===== src/rtl/synth_pkg.sv =====
// Shared types and field positions for the polyphonic voice allocator.
package synth_pkg;

    typedef enum logic [1:0] {
        IDLE,
        SCAN,
        APPLY
    } alloc_state_e;

    typedef struct packed {
        logic       note_on;
        logic [6:0] note;
        logic [7:0] velocity;
    } note_event_t;

    // Layout of a slot's packed word {gate, note, volume}
    localparam int NV_GATE_BIT = 15;
    localparam int NV_NOTE_MSB = 14;
    localparam int NV_NOTE_LSB = 8;
    localparam int NV_VOL_W    = 8;

    // A note-on with zero velocity is a note-off in disguise
    function automatic logic is_note_on(input note_event_t ev);
        return ev.note_on && (ev.velocity != '0);
    endfunction

endpackage


===== src/rtl/voice_slot.sv =====
// One voice slot: holds gate, note, volume and a saturating age counter.
module voice_slot
    import synth_pkg::*;
#(
    parameter int AGE_W = 8
) (
    input  logic                clk,
    input  logic                reset,
    input  logic                load_on,
    input  logic                load_off,
    input  logic                age_inc,
    input  logic                clr_all,
    input  logic [6:0]          ld_note,
    input  logic [NV_VOL_W-1:0] ld_vel,
    output logic                gate,
    output logic [6:0]          note,
    output logic [AGE_W-1:0]    age,
    output logic [15:0]         nv
);

    logic [NV_VOL_W-1:0] volume;

    // Age increment that sticks at all-ones instead of wrapping
    function automatic logic [AGE_W-1:0] age_sat_inc(input logic [AGE_W-1:0] a);
        return (a == '1) ? a : a + AGE_W'(1);
    endfunction

    // Slot register update; panic clear outranks any load from the allocator
    always_ff @(posedge clk or posedge reset) begin
        if (reset) begin
            gate   <= 1'b0;
            note   <= '0;
            volume <= '0;
            age    <= '0;
        end else if (clr_all) begin
            gate   <= 1'b0;
            volume <= '0;
            age    <= '0;
        end else if (load_on) begin
            gate   <= 1'b1;
            note   <= ld_note;
            volume <= ld_vel;
            age    <= '0;
        end else if (load_off) begin
            gate   <= 1'b0;
            note   <= ld_note;
            volume <= '0;
            age    <= '0;
        end else if (age_inc && gate) begin
            age    <= age_sat_inc(age);
        end
    end

    assign nv[NV_GATE_BIT]             = gate;
    assign nv[NV_NOTE_MSB:NV_NOTE_LSB] = note;
    assign nv[NV_VOL_W-1:0]            = volume;

endmodule


===== src/rtl/voice_allocator.sv =====
// Polyphonic voice allocator: scans the slots one per clock for a matching
// note, the lowest free slot and the oldest gated slot, then applies a
// single update (retrigger, fill, steal or release).
module voice_allocator
    import synth_pkg::*;
#(
    parameter int NUM_VOICES = 4,
    parameter int AGE_W      = 8
) (
    input  logic                    clk,
    input  logic                    reset,
    input  logic                    ev_valid,
    output logic                    ev_ready,
    input  logic                    ev_note_on,
    input  logic [6:0]              ev_note,
    input  logic [7:0]              ev_velocity,
    input  logic                    all_off,
    output logic [16*NUM_VOICES-1:0] voice_nv,
    output logic [NUM_VOICES-1:0]   voice_gate,
    output logic                    busy
);

    localparam int IDX_W = (NUM_VOICES > 1) ? $clog2(NUM_VOICES) : 1;
    localparam logic [IDX_W-1:0] LAST_IDX = IDX_W'(NUM_VOICES - 1);

    alloc_state_e     state;
    note_event_t      ev_q;
    logic [IDX_W-1:0] scan_idx;

    logic             match_found;
    logic [IDX_W-1:0] match_idx;
    logic             free_found;
    logic [IDX_W-1:0] free_idx;
    logic             old_found;
    logic [IDX_W-1:0] old_idx;
    logic [AGE_W-1:0] old_age;

    logic [NUM_VOICES-1:0] slot_gate;
    logic [6:0]            slot_note [NUM_VOICES];
    logic [AGE_W-1:0]      slot_age  [NUM_VOICES];

    logic [NUM_VOICES-1:0] load_on;
    logic [NUM_VOICES-1:0] load_off;
    logic [NUM_VOICES-1:0] age_inc;
    logic [IDX_W-1:0]      target;

    logic             cur_gate;
    logic [6:0]       cur_note;
    logic [AGE_W-1:0] cur_age;

    assign ev_ready   = (state == IDLE) && !all_off;
    assign busy       = (state != IDLE);
    assign voice_gate = slot_gate;

    assign cur_gate = slot_gate[scan_idx];
    assign cur_note = slot_note[scan_idx];
    assign cur_age  = slot_age[scan_idx];

    // Event handshake, slot scan and candidate capture
    always_ff @(posedge clk or posedge reset) begin
        if (reset) begin
            state       <= IDLE;
            ev_q        <= '0;
            scan_idx    <= '0;
            match_found <= 1'b0;
            match_idx   <= '0;
            free_found  <= 1'b0;
            free_idx    <= '0;
            old_found   <= 1'b0;
            old_idx     <= '0;
            old_age     <= '0;
        end else if (all_off) begin
            state    <= IDLE;
            scan_idx <= '0;
        end else begin
            case (state)
                IDLE: begin
                    if (ev_valid && ev_ready) begin
                        ev_q        <= '{note_on: ev_note_on, note: ev_note, velocity: ev_velocity};
                        scan_idx    <= '0;
                        match_found <= 1'b0;
                        free_found  <= 1'b0;
                        old_found   <= 1'b0;
                        old_age     <= '0;
                        state       <= SCAN;
                    end
                end
                SCAN: begin
                    if (!match_found && cur_gate && (cur_note == ev_q.note)) begin
                        match_found <= 1'b1;
                        match_idx   <= scan_idx;
                    end
                    if (!free_found && !cur_gate) begin
                        free_found <= 1'b1;
                        free_idx   <= scan_idx;
                    end
                    // Strictly greater keeps the lowest index on an age tie
                    if (cur_gate && (!old_found || (cur_age > old_age))) begin
                        old_found <= 1'b1;
                        old_idx   <= scan_idx;
                        old_age   <= cur_age;
                    end
                    if (scan_idx == LAST_IDX) begin
                        state <= APPLY;
                    end else begin
                        scan_idx <= scan_idx + IDX_W'(1);
                    end
                end
                APPLY: begin
                    state <= IDLE;
                end
                default: begin
                    state <= IDLE;
                end
            endcase
        end
    end

    // Decode the single update performed in APPLY into per-slot strobes
    always_comb begin
        load_on  = '0;
        load_off = '0;
        age_inc  = '0;
        target   = match_found ? match_idx : (free_found ? free_idx : old_idx);
        if (state == APPLY && !all_off) begin
            if (is_note_on(ev_q)) begin
                load_on[target] = 1'b1;
                age_inc         = '1;
                age_inc[target] = 1'b0;
            end else if (match_found) begin
                load_off[match_idx] = 1'b1;
            end
        end
    end

    for (genvar k = 0; k < NUM_VOICES; k++) begin : g_slot
        voice_slot #(
            .AGE_W (AGE_W)
        ) u_slot (
            .clk      (clk),
            .reset    (reset),
            .load_on  (load_on[k]),
            .load_off (load_off[k]),
            .age_inc  (age_inc[k]),
            .clr_all  (all_off),
            .ld_note  (ev_q.note),
            .ld_vel   (ev_q.velocity),
            .gate     (slot_gate[k]),
            .note     (slot_note[k]),
            .age      (slot_age[k]),
            .nv       (voice_nv[16*k +: 16])
        );
    end

endmodule


===== config.mk =====
export PLATFORM = sky130hd
export DESIGN_NAME = voice_allocator
export DESIGN_NICKNAME = d
export VERILOG_FILES = /design/src/rtl/synth_pkg.sv /design/src/rtl/voice_slot.sv /design/src/rtl/voice_allocator.sv
export SDC_FILE = /design/constraint.sdc
export NUM_CORES = 1
export LEC_CHECK = 0
export CORE_MARGIN = 4
export CORE_UTILIZATION = 50
export DETAILED_ROUTE_END_ITERATION = 7
export GPL_TIMING_DRIVEN = 0
export PLACE_DENSITY = 0.87
export REMOVE_ABC_BUFFERS = 1
export SYNTH_ARGS = -nofsm -noshare
export SYNTH_HDL_FRONTEND = slang
export SYNTH_SLANG_ARGS = --single-unit

===== constraint.sdc =====
create_clock -name clk -period 3.9 [get_ports clk]
set_clock_uncertainty 0.15 [all_clocks]
set_input_delay 0.39 -clock clk [delete_from_list [all_inputs] [get_ports clk]]
set_output_delay 0.39 -clock clk [all_outputs]
set_load 0.005 [all_outputs]

==> results by group <==
Run status
  • Status: completed

STA
  • Final Hold Vio Count: 0
  • Final critical-path required period: 3550 ps
  • Worst slew pin tran: 946 ps
  • Final Max Tran Viols: 0
  • RSZ-0062 raised after global routing: no
  • Max-slew headroom: 36.4%
  • Final period util: 91.1%
  • Final setup fails: 0
  • Max Clk Rate: 281 MHz

Place
  • Buffers on Ports: 89
  • Cells after DPL: 767
  • Routability Congestion: 0.905
  • Detailed placer's ending HPWL: 10800 µm

CTS
  • CTS tree: done
  • Clock Tree Buf Depth: 2
  • H-tree depth: 4
  • Clk sink count: 133
  • Clock Latency Late Sink: 430 ps
  • CTS Buf Count: 17
  • Root Driver: clkbuf_16
  • Clock transition at path regs: 60 ps

Die
  • Chip width: 121 µm
  • # IOs: 90
  • Die area: 14700 µm²
  • Initial Utilization: 50.9%
  • FP Rows: 41
  • CORE AREA: 12600 µm²
  • Die height: 121 µm

Power and ir drop
  • Reg power frac: 47.6%
  • VDD IR max: 290 µV
  • Combinational fraction of design power: 5.5%
  • Tot Pwr: 3.13 mW
  • Net Switching: 0.721 mW
  • Sw frac: 23.1%
  • Pwr per Cell Area: 396 nW/µm²
  • Pleak: 3.48 nW
  • Internal Power: 2.41 mW
  • Clock share of power: 46.9%

Synth
  • Post-synthesis register bit count: 133
  • Top FF cell, synth: dfrtp_1
  • Mapped Cells: 534
  • Fraction of registers with async set or reset after synthesis: 100%
  • Avg Synthesized Cell Area: 12.0 µm²
  • Yosys cell types: 53
  • Sequential share of the synthesized area: 52.0%
  • YS warnings: 0
  • Post-synth EDFFs: 0
  • Mapped cell area: 6400 µm²

Flow run
  • Maxcap violations: 0

Global route
  • Vias in the first global route: 4928
  • Total GRT Usage: 22.0%
  • Grt total ovfl: 0
  • Largest net degree at the start of global routing: 108
  • Initial antenna violation count: 0
  • First-pass GRT wire length: 24900 µm

Route
  • Vias post-DR: 4665
  • Met3 wire len: 904 µm
  • Routed met1 length: 6410 µm
  • Uppermost layer routed: met4
  • Drt total wl: 15500 µm
  • Number of remaining DRC errors: 0
  • Met2 wire len: 7730 µm
  • Routed len/inst: 19.4 µm
  • Antenna-violating nets left: 0
  • Vias per cell: 5.85
  • DR pass1 iterations: 5
  • DR iter-0 viols: 353

Worst setup path
  • Cells on worst reg2reg path: 8
  • Reg2Reg Setup Slack: 350 ps
  • Worst setup path startpoint: scan_idx[1]$_DFFE_PP0P_
  • Worst EP arrival: 3760 ps
  • CP max FO: 23
  • Critical Path Sink: old_age[4]$_DFFE_PP0P_
  • R2r startpoint: scan_idx[1]$_DFFE_PP0P_
  • CP required: 4110 ps
  • Startpoint Class: flop
  • Worst setup path class: flop to flop
  • Element type at the critical path end: flop
  • R2R Path End: old_age[4]$_DFFE_PP0P_

Final layout
  • Area of the multi-input gates: 2840 µm²
  • Share of cells above drive strength 1: 19.7%
  • Antenna diodes: 0
  • Finished Layout Cells: 797
  • Reg area: 3330 µm²
  • Fin util: 62.8%
  • Layout Nets: 647
  • P&R area growth vs syn: 23.4%
  • Fillers: 898

Min path
  • Hold Crit Class: input pin to async pin
area by class of cell:
class	count	area share [%]
Clock inverter	5	0.634
Multi-Input combinational cell	357	35.9
Sequential cell	133	42.2
Clock buffer	25	6.15
Timing Repair Buffer	90	11.6
Tap cell	172	2.72
Inverter	15	0.776
stage by stage:
stage | setup slack, ps | hold slack (ps) | cell area, µm² | setup TNS [ps]
3_3_place_gp | -1720 | 338 | 7330 | -227020
5_1_grt | 65.8 | 175 | 7900 | 0
6_report | 345 | 151 | 7900 | 0
3_5_place_dp | 28.6 | 339 | 7360 | 0
2_1_floorplan | -194 | 303 | 6220 | -25860
4_1_cts | 5.71 | 160 | 7900 | 0
metal layers:
metal	vias up	global-route usage, %
met3	38	5.13
met1	2378	27.9
met5	-	0
li1	2066	-
met2	183	35.5
met4	0	10.9
worst max-delay path: stages (launching register included):
cell	delay, ps
dfrtp_2	760
mux4_2	620
ha_1	340
a21oi_1	130
nand2_1	60
a21oi_1	250
a21oi_1	110
nor3_1	760
a22o_1	280
cells by family (layout without fill, tap and decap cells):
family	after synthesis	in the layout	synth area share (%)
adder cells (fa/ha/maj)	13	13	2.54
AO/OA/AOI/OAI	83	83	10.7
buffers and inverters	44	135	3.69
flip-flops	133	133	52.0
XOR/XNOR	34	34	4.65
AND/OR/NAND/NOR	165	165	13.0
multiplexers	62	62	13.4
state kept, by name (all words and copies together) (netlist names), 2 cells and up:
register / cells
old_age: 8
ev_q: 16
free_idx: 2
match_idx: 2
g_slot.u_slot.age: 32
scan_idx: 2
g_slot.u_slot.gate: 4
g_slot.u_slot.volume: 32
g_slot.u_slot.note: 28
state: 2
old_idx: 2
power by group through the flow:
stage / logic [mW] / registers (mW) / clock network (mW)
2_1_floorplan: 0.112 / 1.48 / 0
3_3_place_gp: 0.161 / 1.51 / 0
3_5_place_dp: 0.172 / 1.51 / 0
4_1_cts: 0.174 / 1.48 / 1.48
5_1_grt: 0.188 / 1.49 / 1.54
6_report: 0.171 / 1.49 / 1.47
cells in the mapped netlist (3+ instances only):
library cell  instances  share of area, %
nor3_2                3              0.47
nor2_2               11               1.1
a211oi_2              3              0.59
mux2_2               38               6.7
a21oi_1               8              0.63
nand4_1              16               1.6
nand2_1              54               3.2
or2_1                 3              0.29
buf_6                 4              0.70
nand3_1               8              0.63
a22o_2               11               1.7
buf_2                 6              0.47
o21a_1                3              0.35
buf_4                 9               1.1
and3_1                7              0.68
clkbuf_1              8              0.47
a22o_1               30               4.1
nor3_1                7              0.55
dfrtp_1             133                52
xor2_1               20               2.7
mux4_2               15               5.3
o21ai_0              11              0.86
a21o_1                4              0.47
xnor2_1              14               1.9
ha_1                 13               2.5
inv_1                15              0.88
mux2i_1               9               1.4
nor2_1               37               2.2
how the worst min path moves through the flow:
stage	to	start	cells past startpoint
after floorplan	scan_idx[0]$_DFFE_PP0P_	all_off	1
after global placement	old_age[1]$_DFFE_PP0P_	old_age[1]$_DFFE_PP0P_	1
after detailed placement	g_slot[1].u_slot.volume[7]$_DFFE_PP0P_	g_slot[1].u_slot.volume[7]$_DFFE_PP0P_	1
after CTS	g_slot[2].u_slot.note[1]$_DFFE_PP0P_	reset	2
after global routing	g_slot[1].u_slot.note[2]$_DFFE_PP0P_	reset	2
final	g_slot[2].u_slot.note[1]$_DFFE_PP0P_	reset	2
cells in the final DEF (no fill, tap or decap), drive strengths merged, types with 2 or more instances in the layout:
cell type / instances
or4: 4
inv: 15
nand2b: 2
nor2b: 2
or3: 2
clkinv: 4
clkbuf: 25
xnor2: 14
ha: 13
a22o: 41
nand2: 54
o211ai: 2
a31o: 3
xor2: 20
clkdlybuf4s50: 89
nor3: 11
nand4: 16
and2: 2
nand3: 8
o21a: 3
a21o: 5
mux4: 15
a211oi: 4
o21ai: 13
a21oi: 8
mux2: 38
or2: 4
mux2i: 9
nor2: 48
and3: 8
nor3b: 2
dfrtp: 133
timing repair:
| item | 4_1_cts | 5_1_grt |
|---|---|---|
| hold buffers | 0 | 0 |
| buffers inserted | 0 | 0 |
| resized for setup | 0 | 2 |
| endpoints found under the setup margin | 0 | 8 |
(Power assumes the default switching activity.)
